**src/rtl/game_ctl_pkg.sv**
```systemverilog
// Shared types and defaults for the game sequencer: mode encoding, controller
// states and the default timing/score constants.
package game_ctl_pkg;

  typedef enum logic [2:0] {
    MODE_MENU  = 3'd0,
    MODE_GAME  = 3'd1,
    MODE_WIN   = 3'd2,
    MODE_LOSE  = 3'd3,
    MODE_DRAW  = 3'd4,
    MODE_ERROR = 3'd5
  } game_mode_t;

  typedef enum logic [2:0] {
    S_MENU  = 3'd0,
    S_INIT  = 3'd1,
    S_GAME  = 3'd2,
    S_WIN   = 3'd3,
    S_LOSE  = 3'd4,
    S_DRAW  = 3'd5,
    S_ERROR = 3'd6
  } ctl_state_t;

  localparam int TICK_CYCLES_DEF = 6_500_000;
  localparam int SCORE_W_DEF     = 8;
  localparam int WIN_SCORE_DEF   = 20;

  // S_INIT is invisible to the outside world: it still reads as MENU.
  function automatic game_mode_t state_to_mode(input ctl_state_t s);
    case (s)
      S_GAME:  return MODE_GAME;
      S_WIN:   return MODE_WIN;
      S_LOSE:  return MODE_LOSE;
      S_DRAW:  return MODE_DRAW;
      S_ERROR: return MODE_ERROR;
      default: return MODE_MENU;
    endcase
  endfunction

endpackage

```
**src/rtl/game_ctl_if.sv**
```systemverilog
// Handshake bundle between the click/collision decoder (master) and the game
// sequencer (slave).
interface game_ctl_if
  import game_ctl_pkg::*;
#(
  parameter int SCORE_W = SCORE_W_DEF
) ();

  logic               start1;
  logic               start2;
  logic               menu;
  logic               won;
  logic               lost;
  logic               draw;
  logic               eaten1;
  logic               eaten2;

  game_mode_t         mode;
  logic               multi;
  logic               map_init;
  logic               step;
  logic               grow1;
  logic               grow2;
  logic [SCORE_W-1:0] score1;
  logic [SCORE_W-1:0] score2;

  modport master (
    output start1, start2, menu, won, lost, draw, eaten1, eaten2,
    input  mode, multi, map_init, step, grow1, grow2, score1, score2
  );

  modport slave (
    input  start1, start2, menu, won, lost, draw, eaten1, eaten2,
    output mode, multi, map_init, step, grow1, grow2, score1, score2
  );

endinterface

```
**src/rtl/game_ctl_step_timer.sv**
```systemverilog
// Movement-step timer: wrap counter 0..TICK_CYCLES-1 while enabled, tick in the
// last count. clr wins over en so the first period after a clear is full length.
module step_timer #(
  parameter int TICK_CYCLES = 6_500_000
) (
  input  logic clk,
  input  logic rst,
  input  logic clr,
  input  logic en,
  output logic tick
);

  localparam int TW = (TICK_CYCLES > 1) ? $clog2(TICK_CYCLES) : 1;
  localparam logic [TW-1:0] LAST = TW'(TICK_CYCLES - 1);

  logic [TW-1:0] r_timer;
  logic          w_last;

  assign w_last = (r_timer == LAST);
  assign tick   = en && w_last;

  // Counter register: clear, otherwise advance and wrap at the last count.
  always_ff @(posedge clk) begin
    if (rst || clr) begin
      r_timer <= '0;
    end else if (en) begin
      r_timer <= w_last ? '0 : r_timer + TW'(1);
    end
  end

endmodule

```
**src/rtl/game_ctl.sv**
```systemverilog
// Game sequencer: menu/start handling, step pulse generation, per-snake scores,
// grow strobes and end-of-game decision.
module game_ctl
  import game_ctl_pkg::*;
#(
  parameter int TICK_CYCLES = TICK_CYCLES_DEF,
  parameter int SCORE_W     = SCORE_W_DEF,
  parameter int WIN_SCORE   = WIN_SCORE_DEF
) (
  input  logic       clk,
  input  logic       rst,
  game_ctl_if.slave  bus
);

  localparam logic [SCORE_W-1:0] SCORE_MAX = {SCORE_W{1'b1}};
  localparam logic [SCORE_W-1:0] SCORE_WIN = SCORE_W'(WIN_SCORE);

  ctl_state_t         r_state, w_state_nxt;
  logic               r_multi, w_multi_nxt;
  logic [SCORE_W-1:0] r_score1, r_score2, w_score1_nxt, w_score2_nxt;

  logic               w_tick, w_tmr_clr, w_tmr_en;
  logic               w_step, w_grow1, w_grow2, w_map_init;
  logic               w_reach1, w_reach2;
  logic [1:0]         w_deaths;

  step_timer #(.TICK_CYCLES(TICK_CYCLES)) u_timer (
    .clk  (clk),
    .rst  (rst),
    .clr  (w_tmr_clr),
    .en   (w_tmr_en),
    .tick (w_tick)
  );

  assign w_deaths = 2'(bus.won) + 2'(bus.lost) + 2'(bus.draw);

  // State, mode flag and score registers.
  always_ff @(posedge clk) begin
    if (rst) begin
      r_state  <= S_MENU;
      r_multi  <= 1'b0;
      r_score1 <= '0;
      r_score2 <= '0;
    end else begin
      r_state  <= w_state_nxt;
      r_multi  <= w_multi_nxt;
      r_score1 <= w_score1_nxt;
      r_score2 <= w_score2_nxt;
    end
  end

  // Next state, score updates and strobes; game inputs only matter on a step.
  always_comb begin
    w_state_nxt  = r_state;
    w_multi_nxt  = r_multi;
    w_score1_nxt = r_score1;
    w_score2_nxt = r_score2;
    w_step       = 1'b0;
    w_grow1      = 1'b0;
    w_grow2      = 1'b0;
    w_map_init   = 1'b0;
    w_tmr_clr    = 1'b1;
    w_tmr_en     = 1'b0;
    w_reach1     = 1'b0;
    w_reach2     = 1'b0;

    case (r_state)
      S_MENU: begin
        if (bus.start1 && bus.start2) begin
          w_state_nxt  = S_ERROR;
          w_score1_nxt = '0;
          w_score2_nxt = '0;
        end else if (bus.start1 || bus.start2) begin
          w_state_nxt  = S_INIT;
          w_multi_nxt  = bus.start2;
          w_score1_nxt = '0;
          w_score2_nxt = '0;
        end
      end

      S_INIT: begin
        w_map_init  = 1'b1;
        w_state_nxt = S_GAME;
      end

      S_GAME: begin
        w_tmr_clr = 1'b0;
        w_tmr_en  = 1'b1;
        if (w_tick) begin
          w_step = 1'b1;
          if (w_deaths > 2'd1) begin
            w_state_nxt = S_ERROR;
          end else if (bus.draw) begin
            w_state_nxt = S_DRAW;
          end else if (bus.lost) begin
            w_state_nxt = S_LOSE;
          end else if (bus.won && r_multi) begin
            w_state_nxt = S_WIN;
          end else begin
            // A lone 'won' in single-player has no snake2 behind it; treat as a normal step.
            w_grow1 = bus.eaten1;
            w_grow2 = bus.eaten2 && r_multi;
            if (w_grow1 && (r_score1 != SCORE_MAX)) w_score1_nxt = r_score1 + SCORE_W'(1);
            if (w_grow2 && (r_score2 != SCORE_MAX)) w_score2_nxt = r_score2 + SCORE_W'(1);
            w_reach1 = (w_score1_nxt >= SCORE_WIN);
            w_reach2 = (w_score2_nxt >= SCORE_WIN);
            if (w_reach1 && w_reach2) w_state_nxt = S_DRAW;
            else if (w_reach1)        w_state_nxt = S_WIN;
            else if (w_reach2)        w_state_nxt = S_LOSE;
          end
        end
      end

      S_WIN, S_LOSE, S_DRAW, S_ERROR: begin
        if (bus.menu) w_state_nxt = S_MENU;
      end

      default: w_state_nxt = S_MENU;
    endcase
  end

  assign bus.mode     = state_to_mode(r_state);
  assign bus.multi    = r_multi;
  assign bus.map_init = w_map_init;
  assign bus.step     = w_step;
  assign bus.grow1    = w_grow1;
  assign bus.grow2    = w_grow2;
  assign bus.score1   = r_score1;
  assign bus.score2   = r_score2;

endmodule

```
**src/flat_wrapper.sv**
```systemverilog
// flat-port wrapper written by rule: the top's interface ports become plain ports
module game_ctl_flat import game_ctl_pkg::*;
#(
  parameter int TICK_CYCLES = TICK_CYCLES_DEF,
  parameter int SCORE_W     = SCORE_W_DEF,
  parameter int WIN_SCORE   = WIN_SCORE_DEF
)
  (clk, rst, bus_start1, bus_start2, bus_menu, bus_won, bus_lost, bus_draw, bus_eaten1, bus_eaten2, bus_mode, bus_multi, bus_map_init, bus_step, bus_grow1, bus_grow2, bus_score1, bus_score2);
  game_ctl_if #(.SCORE_W(SCORE_W)) bus_i ();
  input  logic clk;
  input  logic rst;
  input wire logic [$bits(bus_i.start1)-1:0] bus_start1;
  input wire logic [$bits(bus_i.start2)-1:0] bus_start2;
  input wire logic [$bits(bus_i.menu)-1:0] bus_menu;
  input wire logic [$bits(bus_i.won)-1:0] bus_won;
  input wire logic [$bits(bus_i.lost)-1:0] bus_lost;
  input wire logic [$bits(bus_i.draw)-1:0] bus_draw;
  input wire logic [$bits(bus_i.eaten1)-1:0] bus_eaten1;
  input wire logic [$bits(bus_i.eaten2)-1:0] bus_eaten2;
  output wire logic [$bits(bus_i.mode)-1:0] bus_mode;
  output wire logic [$bits(bus_i.multi)-1:0] bus_multi;
  output wire logic [$bits(bus_i.map_init)-1:0] bus_map_init;
  output wire logic [$bits(bus_i.step)-1:0] bus_step;
  output wire logic [$bits(bus_i.grow1)-1:0] bus_grow1;
  output wire logic [$bits(bus_i.grow2)-1:0] bus_grow2;
  output wire logic [$bits(bus_i.score1)-1:0] bus_score1;
  output wire logic [$bits(bus_i.score2)-1:0] bus_score2;
  assign bus_i.start1 = bus_start1;
  assign bus_i.start2 = bus_start2;
  assign bus_i.menu = bus_menu;
  assign bus_i.won = bus_won;
  assign bus_i.lost = bus_lost;
  assign bus_i.draw = bus_draw;
  assign bus_i.eaten1 = bus_eaten1;
  assign bus_i.eaten2 = bus_eaten2;
  assign bus_mode = bus_i.mode;
  assign bus_multi = bus_i.multi;
  assign bus_map_init = bus_i.map_init;
  assign bus_step = bus_i.step;
  assign bus_grow1 = bus_i.grow1;
  assign bus_grow2 = bus_i.grow2;
  assign bus_score1 = bus_i.score1;
  assign bus_score2 = bus_i.score2;
  game_ctl #(.TICK_CYCLES(TICK_CYCLES), .SCORE_W(SCORE_W), .WIN_SCORE(WIN_SCORE)) u_core (.clk(clk), .rst(rst), .bus(bus_i));
endmodule
```
**config.mk**
```make
export PLATFORM = sky130hd
export DESIGN_NAME = game_ctl_flat
export DESIGN_NICKNAME = d
export VERILOG_FILES = /design/src/rtl/game_ctl_pkg.sv /design/src/rtl/game_ctl_if.sv /design/src/rtl/game_ctl_step_timer.sv /design/src/rtl/game_ctl.sv /design/src/flat_wrapper.sv
export SDC_FILE = /design/constraint.sdc
export NUM_CORES = 1
export LEC_CHECK = 0
export ABC_AREA = 1
export BUFFER_PORTS_ARGS = -buffer_cell sky130_fd_sc_hd__buf_2
export CORE_MARGIN = 2
export CORE_UTILIZATION = 54
export CTS_CLUSTER_DIAMETER = 60
export DETAILED_ROUTE_END_ITERATION = 12
export GPL_ROUTABILITY_DRIVEN = 0
export HOLD_SLACK_MARGIN = 0.12
export MAX_ROUTING_LAYER = met4
export PLACE_DENSITY = 0.75
export SLEW_MARGIN = 20
export SYNTH_ARGS = -nofsm -noshare
export SYNTH_HDL_FRONTEND = slang
export SYNTH_SLANG_ARGS = --single-unit
```
**constraint.sdc**
```tcl
create_clock -name clk -period 3.5 [get_ports clk]
set_clock_uncertainty 0.05 [all_clocks]
set_input_delay 0.525 -clock clk [delete_from_list [all_inputs] [get_ports clk]]
set_output_delay 0.525 -clock clk [all_outputs]
set_load 0.01 [all_outputs]
```
==> results of run 1 <==
-- report_power, final --
group / internal [W] / leakage (nW) / switching [W]
Sequential: 0.000511 / 0.347 / 0.0000349
Clock: 0.000140 / 0.0412 / 0.000175
Combinational: 0.000127 / 0.944 / 0.000308
-- area by class of cell --
class | instances | area, um2
Clock buffer | 6 | 72.57
Clock inverter | 2 | 12.51
Fill cell | 471 | 1788
Inverter | 55 | 209.0
Multi-Input combinational cell | 296 | 1524
Sequential cell | 43 | 860.8
Tap cell | 67 | 83.83
Timing Repair Buffer | 34 | 172.7
-- cell families (layout without fill, tap and decap cells) --
group / count (synthesis) / count (layout) / share of synthesized area
and+or+nand+nor: 233 / 233 / 0.4286
buffers and inverters: 61 / 97 / 0.09540
AOI/OAI and AO/OA: 50 / 50 / 0.1006
DFF: 43 / 43 / 0.3265
xor gates and xnor gates: 9 / 9 / 0.02990
adders and majority gates: 4 / 4 / 0.01899
-- metrics by stage --
step | utilization | cells | hold WS [ps] | worst slack, ps
after CTS | 0.6215 | 503 | 409.4 | 1056
final | 0.6215 | 503 | 400.7 | 1057
after global placement | 0.6034 | 495 | 379.5 | 1127
after global routing | 0.6215 | 503 | 447.9 | 876.1
after detailed placement | 0.6034 | 495 | 390.4 | 1081
after floorplan | - | 400 | 367.6 | 1384
-- cell usage in the layout, fill, tap and decap left out, types with 3 or more instances in the layout --
cell,netlist,final
nand3_2,4,4
clkbuf_8,0,5
buf_2,1,33
nor3_1,8,8
xor2_1,7,7
inv_1,46,46
nand2_2,5,5
o21ai_0,14,14
nor2_1,46,46
nand3_1,25,25
inv_2,7,7
nand2_1,116,116
a21oi_1,30,30
ha_1,4,4
nand4_2,3,3
dfxtp_1,43,43
nand4_1,5,5
nor2_4,5,5
-- flip-flops by register name (all words and copies together) (netlist names) --
| name | count |
|---|---|
| u_core.bus.multi | 1 |
| u_core.u_timer.r_timer | 23 |
| u_core.bus.score2 | 8 |
| u_core.r_state | 3 |
| u_core.bus.score1 | 8 |
-- worst paths after layout --
kind                                    end  slack (ps)  cells past startpoint
hold reg to reg   u_core.u_timer.r_timer[0]         400                      1
setup reg to reg          u_core.r_state[2]        1270                     16
hold / removal    u_core.u_timer.r_timer[0]         400                      1
setup / recovery                  bus_grow1        1060                     10
-- metal layers --
metal	part of all wire	up-vias	track usage
li1	-	1350	-
met1	0.45	1152	0.2820
met2	0.50	52	0.3909
met3	0.039	8	0.04390
met4	0.014	0	0.08687
met5	0	-	-
==> flow_summary_export.csv, run 1 <==
group,metric,value,unit
detailed_routing,ant_nets,0,
cts,cts_setup_buffers,0,
worst_setup_path,crit_start,"bus_draw",
min_path,hold_start,"u_core.u_timer.r_timer[0]",
cts,cts.sinks,43,
yosys,syn_area_per_cell,6.591,um2
yosys,syn-num-nets,414,
floorplanning,start_util,0.5581,
layout,design_area,2935,um2
global_route,grt_max_degree,22,
layout,antennaDiodeCount,0,
timing,hold_viol_final,0,
global_route,grt_pass1_vias,2274,
yosys,synthArstFlopShare,0,
worst_setup_path,crit_arrival,1870,ps
timing,rsz0062_at_grt,"no",
timing,totalNegativeSetupSlack,0,ps
worst_setup_path,r2r_start,"u_core.bus.score1[0]",
yosys,synth.most_common_cell,"nand2_1",
worst_setup_path,cp_slowest_cell,"ha_1",
timing,min_period_over_period,0.6979,
global_route,grt_pass1_wl,9.729,mm
pwr,powerDensity,441.4,nW/um2
worst_setup_path,crit_chain,"buf_2, ha_1, a21oi_1, nand2_1, inv_2, nand3_1, clkinv_1, nand2_1, nor2_1, buf_2",
floorplanning,die_w,73.87,um
yosys,synth_cells,400,
floorplanning,rows,25,
outcome,outcome,"finished clean",
timing,max_freq,409.4,MHz
timing,fin_crit,2443,ps
detailed_routing,routed_via_density,5.093,
floorplanning,die_y,73.87,um
detailed_routing,routed_wirelength,5.679,mm
cts,cts.repair.resized,0,
worst_setup_path,worstPathRequired,2920,ps
worst_setup_path,cp_max_fo,3,
cts,cts_max_path_buffers,2,
placed_design,dp_hpwl,4.365,mm
yosys,synth_area_leaders,"dfxtp_1, nand2_1, inv_1, nor2_1, a21oi_1",
global_route,grt_overflow,0,
cts,htree_levels,2,
yosys,ys_ff_latch,43,
yosys,yosys-top-cells-count,"nand2_1, inv_1, nor2_1",
cts,cts.root.buffer_cell,"clkbuf_8",
floorplanning,die_area,5457,um2
pwr,ir_worst_vdd,214.9,uV
cts,cts_buffers,5,
detailed_routing,num_vias,2562,
detailed_routing,wl_per_cell,11.29,um
timing,setup_viol,0,
timing,worst_pin_slew,431.5,ps
yosys,synth_top_cell_by_area,"dfxtp_1",
worst_setup_path,path_class,"input pin to output pin",
worst_setup_path,crit_buf_inv,4,
yosys,yosysTopAreaCellShare,0.3265,
yosys,synth-edff-count,0,
yosys,ys_types,38,
floorplanning,io_pins,34,
pwr,power,0.001296,W
worst_setup_path,cp-start-kind,"input pin",
worst_setup_path,cpLargestDelayFamily,"buffers and inverters",
detailed_routing,dr.pass1.iters,4,
job,max-cap-violations,0,
yosys,ys_seq_area_frac,0.3265,
yosys,netlist_area,2636,um2
floorplanning,core_area,4723,um2
cts,postCtsHoldBufs,0,
placed_design,placed_area,2850,um2
pwr,power.leakage,1.332,nW
cts,cts_tree,"built",
global_route,antenna_found_initial,0,
yosys,synthFlopType,"dfxtp_1",
min_path,hold_path_class,"flop to flop",
worst_setup_path,max_stage_delay,280,ps
cts,clkTransAtPathRegs,80,ps
placed_design,numPortBuffers,33,
cts,clock_latency,300,ps
detailed_routing,drc,0,
layout,syn_to_final_growth,11.34,%
worst_setup_path,cp-end-kind,"output pin",
layout,drive_gt1_frac,0.1789,
timing,relSlewSlack,0.7124,
timing,slew_violations,0,
yosys,ys.warnings.count,0,
global_route,grtUsageTotal,0.2351,
layout,fin_nets,449,
detailed_routing,drtIter0Drc,107,
Note: power is estimated with default switching activity, not from simulation.
==> run 2, diff against run 1 <==
--- a/config.mk
+++ b/config.mk
@@ -5,7 +5,7 @@
 export SDC_FILE = /design/constraint.sdc
 export NUM_CORES = 1
 export LEC_CHECK = 0
-export ABC_AREA = 1
+export ABC_AREA = 0
 export BUFFER_PORTS_ARGS = -buffer_cell sky130_fd_sc_hd__buf_2
 export CORE_MARGIN = 2
 export CORE_UTILIZATION = 54
@@ -14,7 +14,7 @@
 export GPL_ROUTABILITY_DRIVEN = 0
 export HOLD_SLACK_MARGIN = 0.12
 export MAX_ROUTING_LAYER = met4
-export PLACE_DENSITY = 0.75
+export PLACE_DENSITY = 0.76
 export SLEW_MARGIN = 20
 export SYNTH_ARGS = -nofsm -noshare
 export SYNTH_HDL_FRONTEND = slang
==> constraint.sdc (replaced) <==
create_clock -name clk -period 2.46 [get_ports clk]
set_clock_uncertainty 0.05 [all_clocks]
set_input_delay 0.369 -clock clk [delete_from_list [all_inputs] [get_ports clk]]
set_output_delay 0.369 -clock clk [all_outputs]
set_load 0.01 [all_outputs]
==> run 2 against run 1 <==
Via count shrank 7.5%; setup slack lost 940 ps; critical path depth shrank 1; sequential share of layout area grew 0.93 points; die area shrank 6.3%; first-iteration DRC count grew 110%; synthesized cell count shrank 20%; critical path type is now flop to flop; critical endpoint is now u_core.r_state[1].
==> flow_summary_export.csv, run 2 <==
group,metric,value,unit
cts,postCtsHoldBufs,0,
cts,clock_latency,290,ps
yosys,netlist_area,2460,um2
placed_design,dp_hpwl,4.067,mm
worst_setup_path,r2r_start,"u_core.bus.score2[0]",
layout,top_register,"u_core.u_timer.r_timer",
floorplanning,core_area,4384,um2
yosys,synth_cells,322,
yosys,ys_seq_area_frac,0.3499,
cts,cts_max_path_buffers,2,
cts,cts_buffers,5,
timing,totalNegativeSetupSlack,0,ps
outcome,outcome,"finished clean",
cts,cts_tree,"built",
yosys,yosysTopAreaCellShare,0.3499,
global_route,grtUsageTotal,0.2281,
worst_setup_path,crit_arrival,2470,ps
worst_setup_path,cp_max_fo,6,
yosys,synth_area_leaders,"dfxtp_1, nor2_1, a21oi_1, xor2_1, nand2_1",
detailed_routing,drtIter0Drc,225,
yosys,yosys-top-cells-count,"nor2_1, dfxtp_1, nand2_1",
cts,cts_setup_buffers,0,
detailed_routing,dr.pass1.iters,4,
detailed_routing,routed_via_density,5.811,
yosys,synth-edff-count,0,
detailed_routing,routed_wirelength,5.649,mm
global_route,grt_pass1_vias,2048,
layout,largest_reg_flops,23,
cts,cts.sinks,43,
timing,rsz0062_at_grt,"no",
yosys,ys.warnings.count,0,
worst_setup_path,cp-end-kind,"flop",
layout,antennaDiodeCount,0,
floorplanning,start_util,0.5611,
worst_setup_path,reg2reg_to,"u_core.r_state[1]",
worst_setup_path,path_class,"flop to flop",
detailed_routing,wl_per_cell,13.85,um
timing,worst_pin_slew,695.0,ps
yosys,ys_types,53,
timing,setup_viol,0,
layout,final_common_cell,"nor2_1",
global_route,antenna_found_initial,0,
yosys,synthFlopType,"dfxtp_1",
placed_design,numPortBuffers,33,
floorplanning,die_y,71.49,um
min_path,whs_path_depth,3,
yosys,ys_ff_latch,43,
timing,fin_crit,2343,ps
layout,syn_to_final_growth,15.67,%
timing,relSlewSlack,0.5331,
global_route,grt_pass1_wl,9.232,mm
pwr,power.leakage,1.052,nW
timing,min_period_over_period,0.9526,
layout,drive_gt1_frac,0.1770,
yosys,synth_top_cell_by_area,"dfxtp_1",
cts,htree_levels,2,
timing,slew_violations,0,
detailed_routing,ant_nets,0,
placed_design,dp_slack,163.6,ps
yosys,syn_area_per_cell,7.639,um2
yosys,syn-num-nets,336,
layout,final_cell_mix,"nor2_1, dfxtp_1, buf_2, nand2_1, a21oi_1",
min_path,holdPathEnd,"u_core.bus.multi",
global_route,grt_overflow,0,
global_route,grt_max_degree,24,
floorplanning,die_w,71.49,um
worst_setup_path,r2r_cells,9,
yosys,synthArstFlopShare,0,
floorplanning,die_area,5111,um2
layout,fin_nets,369,
pwr,powerDensity,817.5,nW/um2
timing,hold_viol_final,0,
detailed_routing,num_vias,2371,
min_path,hold_start,"bus_start2",
timing,layout_setup_ws,116.6,ps
job,max-cap-violations,0,
floorplanning,rows,24,
detailed_routing,drc,0,
worst_setup_path,cp-start-kind,"flop",
min_path,hold_path_class,"input pin to flop",
cts,cts.repair.resized,0,
timing,max_freq,426.7,MHz
cts,cts.root.buffer_cell,"clkbuf_8",
floorplanning,io_pins,34,
pwr,ir_worst_vdd,385.8,uV
worst_setup_path,worstPathRequired,2590,ps
worst_setup_path,rrSetupSlack,120,ps
yosys,synth.most_common_cell,"nor2_1",
cts,clkTransAtPathRegs,90,ps
-- run 2: worst max path at each step --
| stage | start | cells after the start | slack, ps | to |
|---|---|---|---|---|
| after floorplan | u_core.bus.score2[0] | 9 | 310 | u_core.r_state[1] |
| after global placement | u_core.bus.score2[0] | 9 | 210 | u_core.r_state[1] |
| after detailed placement | u_core.u_timer.r_timer[0] | 9 | 160 | u_core.bus.score2[7] |
| after CTS | u_core.u_timer.r_timer[0] | 7 | 90 | bus_grow2 |
| after global routing | u_core.bus.score2[0] | 9 | 10 | u_core.r_state[1] |
| final | u_core.bus.score2[0] | 9 | 120 | u_core.r_state[1] |
-- run 2: layer usage --
metal	up-vias	GRT usage	part of all wire
li1	1207	-	-
met1	1074	0.3200	0.47
met2	85	0.3498	0.45
met3	5	0.02813	0.071
met4	0	0.06080	0.0092
met5	-	-	0
-- run 2: cells by family (layout without fill, tap and decap cells) --
group | count (synthesis) | count (layout) | share of synthesized area
AND/OR/NAND/NOR | 172 | 172 | 0.3601
AO/OA/AOI/OAI | 57 | 57 | 0.1399
flip-flops | 43 | 43 | 0.3500
XOR/XNOR | 24 | 24 | 0.08545
buffers and inverters | 21 | 55 | 0.04019
adder cells (fa/ha/maj) | 4 | 4 | 0.02035
multiplexers | 1 | 1 | 0.004069
-- run 2: final cells by class --
class                           count  area (um2)
Fill cell                         400        1539
Multi-Input combinational cell    258        1530
Sequential cell                    43       860.8
Timing Repair Buffer               40       230.2
Clock buffer                        6       72.57
Tap cell                           52       65.06
Clock inverter                      2       60.06
Inverter                            7       26.28
-- run 2: metrics by stage --
stage	cells	hold slack (ps)	utilization	total power, W	instance area, um2
after CTS	408	324.6	0.6421	0.002291	2815
after global routing	408	367.3	0.6490	0.002457	2845
after floorplan	322	379.9	-	0.001406	2460
after detailed placement	400	413.2	0.6119	0.001634	2683
final	408	334.2	0.6490	0.002326	2845
after global placement	400	394.2	0.6119	0.001616	2683
-- run 2: critical path: stages, from the launching register on --
cell	delay, ps
dfxtp_1	420
ha_1	220
nand3_1	130
o21ai_0	200
nand2_1	100
a211o_1	270
and4_1	210
nand3_1	120
nand2_1	110
o41a_1	400
-- run 2: power by group --
| part | internal (W) | leakage (nW) | switching (W) | total, W |
|---|---|---|---|---|
| Sequential | 0.000729 | 0.347 | 0.0000347 | 0.000764 |
| Combinational | 0.000332 | 0.640 | 0.000578 | 0.000910 |
| Clock | 0.000406 | 0.0654 | 0.000246 | 0.000652 |
==> run 3, diff against run 2 <==
--- a/config.mk
+++ b/config.mk
@@ -7,14 +7,16 @@
 export LEC_CHECK = 0
 export ABC_AREA = 0
 export BUFFER_PORTS_ARGS = -buffer_cell sky130_fd_sc_hd__buf_2
+export CELL_PAD_IN_SITES_DETAIL_PLACEMENT = 0
+export CELL_PAD_IN_SITES_GLOBAL_PLACEMENT = 1
 export CORE_MARGIN = 2
-export CORE_UTILIZATION = 54
+export CORE_UTILIZATION = 42
 export CTS_CLUSTER_DIAMETER = 60
 export DETAILED_ROUTE_END_ITERATION = 12
 export GPL_ROUTABILITY_DRIVEN = 0
 export HOLD_SLACK_MARGIN = 0.12
 export MAX_ROUTING_LAYER = met4
-export PLACE_DENSITY = 0.76
+export PLACE_DENSITY_LB_ADDON = 0.1
 export SLEW_MARGIN = 20
 export SYNTH_ARGS = -nofsm -noshare
 export SYNTH_HDL_FRONTEND = slang
==> run 3 against run 2 <==
Sequential share of layout area decreased by 0.23 points; critical endpoint is now bus_grow1; clock power decreased by 32%; count of clock-buffer cells in the layout unchanged; sequential power increased by 1%; sequential cell count unchanged; total power decreased by 8.2%; highest routed layer unchanged; wire length increased by 3.0%; largest power group unchanged; critical path depth decreased by 3.
==> flow_summary_export.csv, run 3 (synthesis gave the netlist of run 2 again) <==
group,metric,value,unit
layout,antennaDiodeCount,0,
detailed_routing,dr.pass1.iters,6,
layout,design_area,2875,um2
worst_setup_path,cpLargestDelayFamily,"simple AND/OR/NAND/NOR gates",
detailed_routing,routed_via_density,5.357,
layout,regArea,863.3,um2
cts,clkTransAtPathRegs,80,ps
placed_design,dp_hpwl,4.345,mm
layout,largest_reg_flops,23,
floorplanning,die_w,80.53,um
timing,min_period_over_period,0.9514,
placed_design,numPortBuffers,33,
cts,cts.sinks,43,
worst_setup_path,cp_slowest_cell,"dfxtp_1",
pwr,powerDensity,743.0,nW/um2
worst_setup_path,path_class,"flop to output pin",
timing,max_freq,427.3,MHz
worst_setup_path,crit_chain,"ha_2, and4_1, and3_1, and4_4, and3_1, buf_2",
layout,final_common_cell,"nor2_1",
detailed_routing,routed_wirelength,5.818,mm
layout,syn_to_final_growth,16.89,%
timing,worst_pin_slew,751.0,ps
detailed_routing,drc,0,
cts,htree_levels,2,
layout,final_cell_mix,"nor2_1, dfxtp_1, buf_2, nand2_1, a21oi_1",
min_path,hold_path_class,"input pin to flop",
layout,multi_input_area,1535,um2
layout,fill_cells,558,
global_route,antenna_found_initial,0,
timing,hold_viol_final,0,
timing,setup_viol,0,
cts,cts_tree,"built",
worst_setup_path,crit_arrival,1920,ps
worst_setup_path,worstPathRequired,2040,ps
pwr,ir_worst_vdd,363.0,uV
worst_setup_path,max_stage_delay,390,ps
detailed_routing,num_vias,2325,
timing,slew_violations,0,
cts,cts_buffers,5,
floorplanning,start_util,0.4413,
min_path,hold_start,"bus_start2",
worst_setup_path,crit_buf_inv,1,
layout,fin_nets,375,
detailed_routing,ant_nets,0,
floorplanning,core_area,5574,um2
layout,drive_gt1_frac,0.2017,
floorplanning,io_pins,34,
global_route,grt_overflow,0,
cts,clock_latency,290,ps
worst_setup_path,path_common_cell,"and3_1",
timing,fin_crit,2340,ps
worst_setup_path,r2r_start,"u_core.bus.score1[3]",
layout,post-route-util,0.5158,
global_route,grt_pass1_vias,2115,
placed_design,placed_area,2745,um2
layout,top_register,"u_core.u_timer.r_timer",
timing,rsz0062_at_grt,"no",
cts,cts_max_path_buffers,2,
timing,holdWs,324.8,ps
cts,cts.root.buffer_cell,"clkbuf_8",
worst_setup_path,cp_max_fo,6,
timing,totalNegativeSetupSlack,0,ps
pwr,power.leakage,1.058,nW
global_route,grt_max_degree,24,
global_route,grtUsageTotal,0.1960,
worst_setup_path,crit_start,"u_core.u_timer.r_timer[0]",
detailed_routing,wl_per_cell,13.41,um
worst_setup_path,cp-end-kind,"output pin",
outcome,outcome,"finished clean",
timing,relSlewSlack,0.4955,
detailed_routing,drtIter0Drc,92,
job,max-cap-violations,0,
floorplanning,die_y,80.53,um
worst_setup_path,cp-start-kind,"flop",
global_route,grt_pass1_wl,9.818,mm
floorplanning,die_area,6485,um2
floorplanning,rows,27,
-- run 3: cell types whose count changed in the layout (fill, tap and decap cells not counted), moves of 2 or more --
cell       change
ha_1           -2
dfxtp_2        +2
ha_2           +2
buf_4          +6
bufinv_16      -2
dfxtp_1        -2
-- run 3: metal layers --
metal / part of all wire / global-route usage / vias up
met4: 0.0072 / 0.06271 / 0
met1: 0.53 / 0.2744 / 1066
li1: - / - / 1220
met3: 0.037 / 0.03820 / 4
met2: 0.43 / 0.2842 / 35
met5: 0 / - / -
-- run 3: area by class of cell --
type                            instances  area share
Multi-Input combinational cell        258      0.5339
Tap cell                               72     0.03133
Clock inverter                          2    0.004352
Clock buffer                            6     0.02524
Timing Repair Buffer                   46     0.09574
Sequential cell                        43      0.3003
Inverter                                7    0.009138
-- run 3: power by group --
| part | internal (W) | total [W] | switching [W] |
|---|---|---|---|
| combinational | 0.000360 | 0.000918 | 0.000558 |
| clock | 0.000199 | 0.000445 | 0.000246 |
| sequential | 0.000729 | 0.000773 | 0.0000440 |
| total | 0.00129 | 0.00214 | 0.000848 |
-- run 3: path summary, 6_finish.rpt --
path,to,slack (ps),cells past startpoint
worst max-delay path,bus_grow1,120,6
worst min-delay path,u_core.bus.multi,320,3
worst max register to register,u_core.r_state[1],160,9
worst min register to register,u_core.u_timer.r_timer[0],420,1
-- run 3: through the flow --
step / setup slack, ps / power, W / std cells
2_1_floorplan: 310.5 / 0.001406 / 322
3_3_place_gp: 96.32 / 0.001652 / 425
3_5_place_dp: 90.19 / 0.001659 / 425
4_1_cts: 34.01 / 0.002107 / 433
5_1_grt: 13.31 / 0.002291 / 434
6_report: 119.6 / 0.002136 / 434
-- run 3: repair_timing --
| item | in CTS | in global routing |
|---|---|---|
| endpoints found under the setup margin | 0 | 15 |
| resized for setup | 0 | 11 |
| hold buffers | 0 | 0 |
| setup buffers | 0 | 1 |
-- run 3: worst reg2reg max path: cells and delay by family (launching register included) --
kind	cells	cell delay (ps)
compound gates	3	800
simple gates	4	560
flops	1	440
xor+xnor	1	180
buf+inv	1	150
